### config.mk
export PLATFORM = sky130hd
export DESIGN_NAME = uart_tx_frame
export DESIGN_NICKNAME = d
export VERILOG_FILES = /design/src/rtl/uart_tx_pkg.sv /design/src/rtl/uart_tx_shift.sv /design/src/rtl/uart_tx_frame.sv
export SDC_FILE = /design/constraint.sdc
export NUM_CORES = 1
export LEC_CHECK = 0
export CAP_MARGIN = 20
export CORE_MARGIN = 4
export CORE_UTILIZATION = 56
export CTS_BUF_LIST = sky130_fd_sc_hd__clkbuf_16
export CTS_CLUSTER_DIAMETER = 30
export DETAILED_ROUTE_END_ITERATION = 10
export PLACE_DENSITY = 0.82
export SYNTH_ARGS = -nofsm -noshare
export SYNTH_HDL_FRONTEND = slang
export SYNTH_SLANG_ARGS = --single-unit
### constraint.sdc
create_clock -name clk -period 4.9 [get_ports clk]
set_input_delay 0.49 -clock clk [delete_from_list [all_inputs] [get_ports clk]]
set_output_delay 0.49 -clock clk [all_outputs]
set_load 0.02 [all_outputs]
### src/rtl/uart_tx_pkg.sv
`default_nettype none
// +--------------------------------------------------------------------------+
// | uart_tx_pkg : shared types and helpers for the UART transmit framer      |
// | Rev 1.0                                                                  |
// +--------------------------------------------------------------------------+
package uart_tx_pkg;

  localparam int MAX_WIDTH = 9;

  localparam logic PAR_EVEN = 1'b0;
  localparam logic PAR_ODD  = 1'b1;

  typedef enum logic [2:0] {
    IDLE   = 3'd0,
    ARM    = 3'd1,
    START  = 3'd2,
    DATA   = 3'd3,
    PARITY = 3'd4,
    STOP1  = 3'd5,
    STOP2  = 3'd6
  } state_t;

  // Zero-extension to MAX_WIDTH leaves the XOR reduction unchanged.
  function automatic logic calc_parity(input logic [MAX_WIDTH-1:0] data, input logic typ);
    return (typ == PAR_ODD) ? ~(^data) : (^data);
  endfunction

endpackage
`default_nettype wire

### src/rtl/uart_tx_shift.sv
`default_nettype none
// +--------------------------------------------------------------------------+
// | uart_tx_shift : payload shift register with bit counter and last flag    |
// | Rev 1.0                                                                  |
// +--------------------------------------------------------------------------+
module uart_tx_shift #(
  parameter int DATA_WIDTH = 8,
  parameter bit LSB_FIRST  = 1'b1
) (
  input  logic                  clk,
  input  logic                  rst,
  input  logic                  load,
  input  logic                  shift,
  input  logic [DATA_WIDTH-1:0] data_in,
  output logic                  ser_bit,
  output logic                  next_bit,
  output logic                  last_bit
);

  localparam int CNT_W = $clog2(DATA_WIDTH);

  logic [DATA_WIDTH-1:0] sreg;
  logic [DATA_WIDTH-1:0] shifted;
  logic [CNT_W-1:0]      bit_cnt;

  always_ff @(posedge clk or negedge rst) begin
    if (!rst) begin
      sreg    <= '0;
      bit_cnt <= '0;
    end else if (load) begin
      sreg    <= data_in;
      bit_cnt <= '0;
    end else if (shift) begin
      sreg    <= shifted;
      bit_cnt <= bit_cnt + 1'b1;
    end
  end

  // next_bit lets the framer register the following bit on the same edge it shifts.
  generate
    if (LSB_FIRST) begin : g_lsb_first
      assign ser_bit  = sreg[0];
      assign next_bit = sreg[1];
      assign shifted  = {1'b0, sreg[DATA_WIDTH-1:1]};
    end else begin : g_msb_first
      assign ser_bit  = sreg[DATA_WIDTH-1];
      assign next_bit = sreg[DATA_WIDTH-2];
      assign shifted  = {sreg[DATA_WIDTH-2:0], 1'b0};
    end
  endgenerate

  assign last_bit = (bit_cnt == CNT_W'(DATA_WIDTH - 1));

endmodule
`default_nettype wire

### src/rtl/uart_tx_frame.sv
`default_nettype none
// +--------------------------------------------------------------------------+
// | uart_tx_frame : tick-paced UART framer (start/data/parity/stop)          |
// | Rev 1.0                                                                  |
// +--------------------------------------------------------------------------+
module uart_tx_frame
  import uart_tx_pkg::*;
#(
  parameter int DATA_WIDTH = 8,
  parameter bit LSB_FIRST  = 1'b1
) (
  input  logic                  clk,
  input  logic                  rst,
  input  logic                  bit_tick,
  input  logic [DATA_WIDTH-1:0] p_data,
  input  logic                  data_valid,
  input  logic                  par_en,
  input  logic                  par_typ,
  input  logic                  stop2,
  output logic                  data_ack,
  output logic                  busy,
  output logic                  tx_out
);

  state_t state, state_nxt;
  logic   tx_nxt, capture, shift_en, frame_end;
  logic   cfg_par_en, cfg_stop2, par_bit;
  logic   ser_bit, next_bit, last_bit;

  uart_tx_shift #(
    .DATA_WIDTH(DATA_WIDTH),
    .LSB_FIRST (LSB_FIRST)
  ) u_shift (
    .clk     (clk),
    .rst     (rst),
    .load    (capture),
    .shift   (shift_en),
    .data_in (p_data),
    .ser_bit (ser_bit),
    .next_bit(next_bit),
    .last_bit(last_bit)
  );

  // Parity is resolved at capture so par_typ need not be kept separately.
  always_ff @(posedge clk or negedge rst) begin
    if (!rst) begin
      state      <= IDLE;
      tx_out     <= 1'b1;
      data_ack   <= 1'b0;
      cfg_par_en <= 1'b0;
      cfg_stop2  <= 1'b0;
      par_bit    <= 1'b0;
    end else begin
      state    <= state_nxt;
      tx_out   <= tx_nxt;
      data_ack <= capture;
      if (capture) begin
        cfg_par_en <= par_en;
        cfg_stop2  <= stop2;
        par_bit    <= calc_parity(MAX_WIDTH'(p_data), par_typ);
      end
    end
  end

  always_comb begin
    state_nxt = state;
    tx_nxt    = tx_out;
    capture   = 1'b0;
    shift_en  = 1'b0;
    frame_end = 1'b0;
    case (state)
      IDLE: begin
        if (data_valid) begin
          capture   = 1'b1;
          state_nxt = ARM;
        end
      end
      ARM: begin
        if (bit_tick) begin
          state_nxt = START;
          tx_nxt    = 1'b0;
        end
      end
      START: begin
        if (bit_tick) begin
          state_nxt = DATA;
          tx_nxt    = ser_bit;
        end
      end
      DATA: begin
        if (bit_tick) begin
          if (!last_bit) begin
            shift_en = 1'b1;
            tx_nxt   = next_bit;
          end else if (cfg_par_en) begin
            state_nxt = PARITY;
            tx_nxt    = par_bit;
          end else begin
            state_nxt = STOP1;
            tx_nxt    = 1'b1;
          end
        end
      end
      PARITY: begin
        if (bit_tick) begin
          state_nxt = STOP1;
          tx_nxt    = 1'b1;
        end
      end
      STOP1: begin
        if (bit_tick) begin
          if (cfg_stop2) state_nxt = STOP2;
          else           frame_end = 1'b1;
        end
      end
      STOP2: begin
        if (bit_tick) frame_end = 1'b1;
      end
      default: begin
        state_nxt = IDLE;
        tx_nxt    = 1'b1;
      end
    endcase

    // A word waiting at end of frame starts immediately, with no idle bit.
    if (frame_end) begin
      if (data_valid) begin
        capture   = 1'b1;
        state_nxt = START;
        tx_nxt    = 1'b0;
      end else begin
        state_nxt = IDLE;
        tx_nxt    = 1'b1;
      end
    end
  end

  assign busy = (state != IDLE);

endmodule
`default_nettype wire
==> impl_metrics.yaml <==
yosys:
  synth_edf_count: 0
  seq_area_frac_synth: 0.406
  yosysWarnings: 0
  synth_common_cells: "dfrtp_1, mux2_2, inv_1, nor2_1, o21ai_0"
  yosysUniqueCellTypes: 34
  synth_area_leaders: "dfrtp_1, mux2_2, xnor2_1"
  synth_area_leader_cell: "dfrtp_1"
  synth_nets: 124
  ys.flop_type: "dfrtp_1"
  synthCells: 107
  synth_top_area_share: 0.384
  async_flop_share: 1.00
  synth_most_common_cell: "dfrtp_1"
  avgSynthCellArea_um2: 11.0
  netlist_area_mm2: 0.00117
  ys_ff_latch: 19
floorplanning:
  row_count: 16
  die_h_um: 53.8
  die_w_um: 53.8
  core_region_area_mm2: 0.00198
  io-pin-count: 18
  dieArea_mm2: 0.00289
  initial_utilization: 0.592
setup_path:
  cp.required_ns: 5.03
  crit_arrival_ns: 2.66
  critPathKind: "input port to flop"
  cp-end-kind: "flop"
  path_max_fanout: 11
  startpoint_type: "input port"
grt:
  grt_max_degree: 20
  met3_usage: 0.0416
  met2_usage: 0.341
  gr-total-overflow: 0
  grt_busiest_layer: "met2"
  antenna_found_initial: 0
  met1_usage: 0.200
  grtUsageTotal: 0.185
  grt_first_pass_wirelength_um: 3760
  grt_pass1_vias: 857
pwr:
  p_per_area_mw_per_mm2: 554
  power_frac_seq: 0.383
  leakage_nw: 0.610
  switching_share: 0.327
  pwr-share-comb: 0.409
  clock_power_share: 0.209
  p_int_mw: 0.534
  switchingPower_mw: 0.259
  power.total_mw: 0.793
  peakVddDrop_mv: 0.364
route:
  wl_per_cell_um: 14.5
  via_per_inst: 5.57
  vias: 835
  final_antenna_net_count: 0
  drt_wl_total_um: 2180
  drtIter0Drc: 9
  drc: 0
  dr.pass1.iters: 4
finish:
  post_route_cells_drive_above_1_share: 0.220
  syn_to_final_growth_pct: 22.0
  design_area_mm2: 0.00143
  antenna_cells: 0
  final_cells: 150
  final_util: 0.722
  finalNetCount: 141
  fillers: 146
sta:
  rsz0062_at_grt: "false"
  post-route-min-period_ns: 2.52
  whs_ns: 0.543
  fin_ws_ns: 2.38
  tightestPinTransition_ns: 0.864
  slew_viol_final: 0
  finalSetupViolCount: 0
  finClkSkew_ns: 0.00564
  clock.fmax_ghz: 0.396
  finalHoldViolCount: 0
  finalSetupTns_ns: 0
  slew_headroom: 0.422
  timing.final.crit_share: 0.515
cts:
  cts_buffers: 3
  clockBufferDepth: 2
  cts-root-buf: "clkbuf_16"
  path_clk_slew_ns: 0.05
  post_cts_buffers: 0
  cts-hold-fix-buffers: 0
  postCtsResizedCells: 0
  clk_latency_ns: 0.25
  cts_max_level: 1
  clkSinkCount: 19
  cts_tree: "yes"
placement:
  place.gp.congestion: 0.791
  portBuffers: 17
  pre_cts_ws_ns: 2.11
  dp_hpwl_um: 1620
  placed_area_mm2: 0.00135
  place_inst: 146
job:
  drv_cap: 0
worst_hold_path:
  hp-class: "flop to flop"
status:
  status: "complete, no violations"
## routing by layer
layer | share of wire | routed length [um]
met1 | 0.39 | 855
met2 | 0.55 | 1190
met3 | 0.047 | 102
met4 | 0.013 | 29
met5 | 0 | 0
## worst paths after layout
kind / startpoint / slack [ns] / cells after the start / endpoint
setup / recovery: bit_tick / 2.38 / 5 / u_shift.sreg[6]
hold / removal: u_shift.bit_cnt[2] / 0.54 / 2 / u_shift.bit_cnt[2]
setup reg to reg: u_shift.bit_cnt[0] / 2.56 / 5 / u_shift.sreg[6]
hold reg to reg: u_shift.bit_cnt[2] / 0.54 / 2 / u_shift.bit_cnt[2]
max in group asynchronous: rst / 3.65 / 1 / state[2]
min in group asynchronous: rst / 0.72 / 1 / u_shift.bit_cnt[0]
## cell usage in the layout, fill, tap and decap left out, types with 2 or more instances in the layout
cell type         n
xnor2_1           5
a21oi_1           5
dfrtp_1          18
nor3b_1           2
mux2_4            2
xor2_1            2
nor2b_1           4
inv_1             7
mux2i_1           4
clkdlybuf4s50_1  17
nor2_1            7
nand2_1           4
o21ai_0           7
clkbuf_16         3
mux2_2           16
ha_1              2
## state kept, by name, summed over array words and instances (netlist names)
signal,cells
data_ack,1
u_shift.sreg,8
tx_out,1
u_shift.bit_cnt,3
cfg_stop2,1
par_bit,1
cfg_par_en,1
state,3
## power by group through the flow
stage	Combinational (mW)	Sequential (mW)	Clock [mW]
after floorplan	0.276	0.275	0
after global placement	0.313	0.299	0
after detailed placement	0.325	0.303	0
after CTS	0.329	0.302	0.168
after global routing	0.363	0.315	0.176
final	0.324	0.304	0.165
## final cells by class
cell class	instances	area, um2	area share
multi-input combinational	75	638	0.446
sequential	19	477	0.333
timing repair buffer	17	170	0.119
clock buffer	3	75.1	0.0524
tap	27	33.8	0.0236
inverter	8	32.5	0.0227
clock inverter	1	5.00	0.00350
## critical path: stages
cell and delay (ns):
clkdlybuf4s50_1 0.64, nand4b_1 0.16, nor2_1 0.69, mux2_2 0.41, mux2_2 0.26
## cells by family (layout without fill, tap and decap cells)
logic type / after synthesis / after routing / synth area share
AOI/OAI and AO/OA: 19 / 19 / 0.111
xor gates and xnor gates: 8 / 8 / 0.0714
adders and majority gates: 2 / 2 / 0.0213
buffers and inverters: 13 / 29 / 0.0501
DFF: 19 / 19 / 0.406
muxes: 23 / 23 / 0.232
and+or+nand+nor: 23 / 23 / 0.108
(Power assumes the default switching activity.)
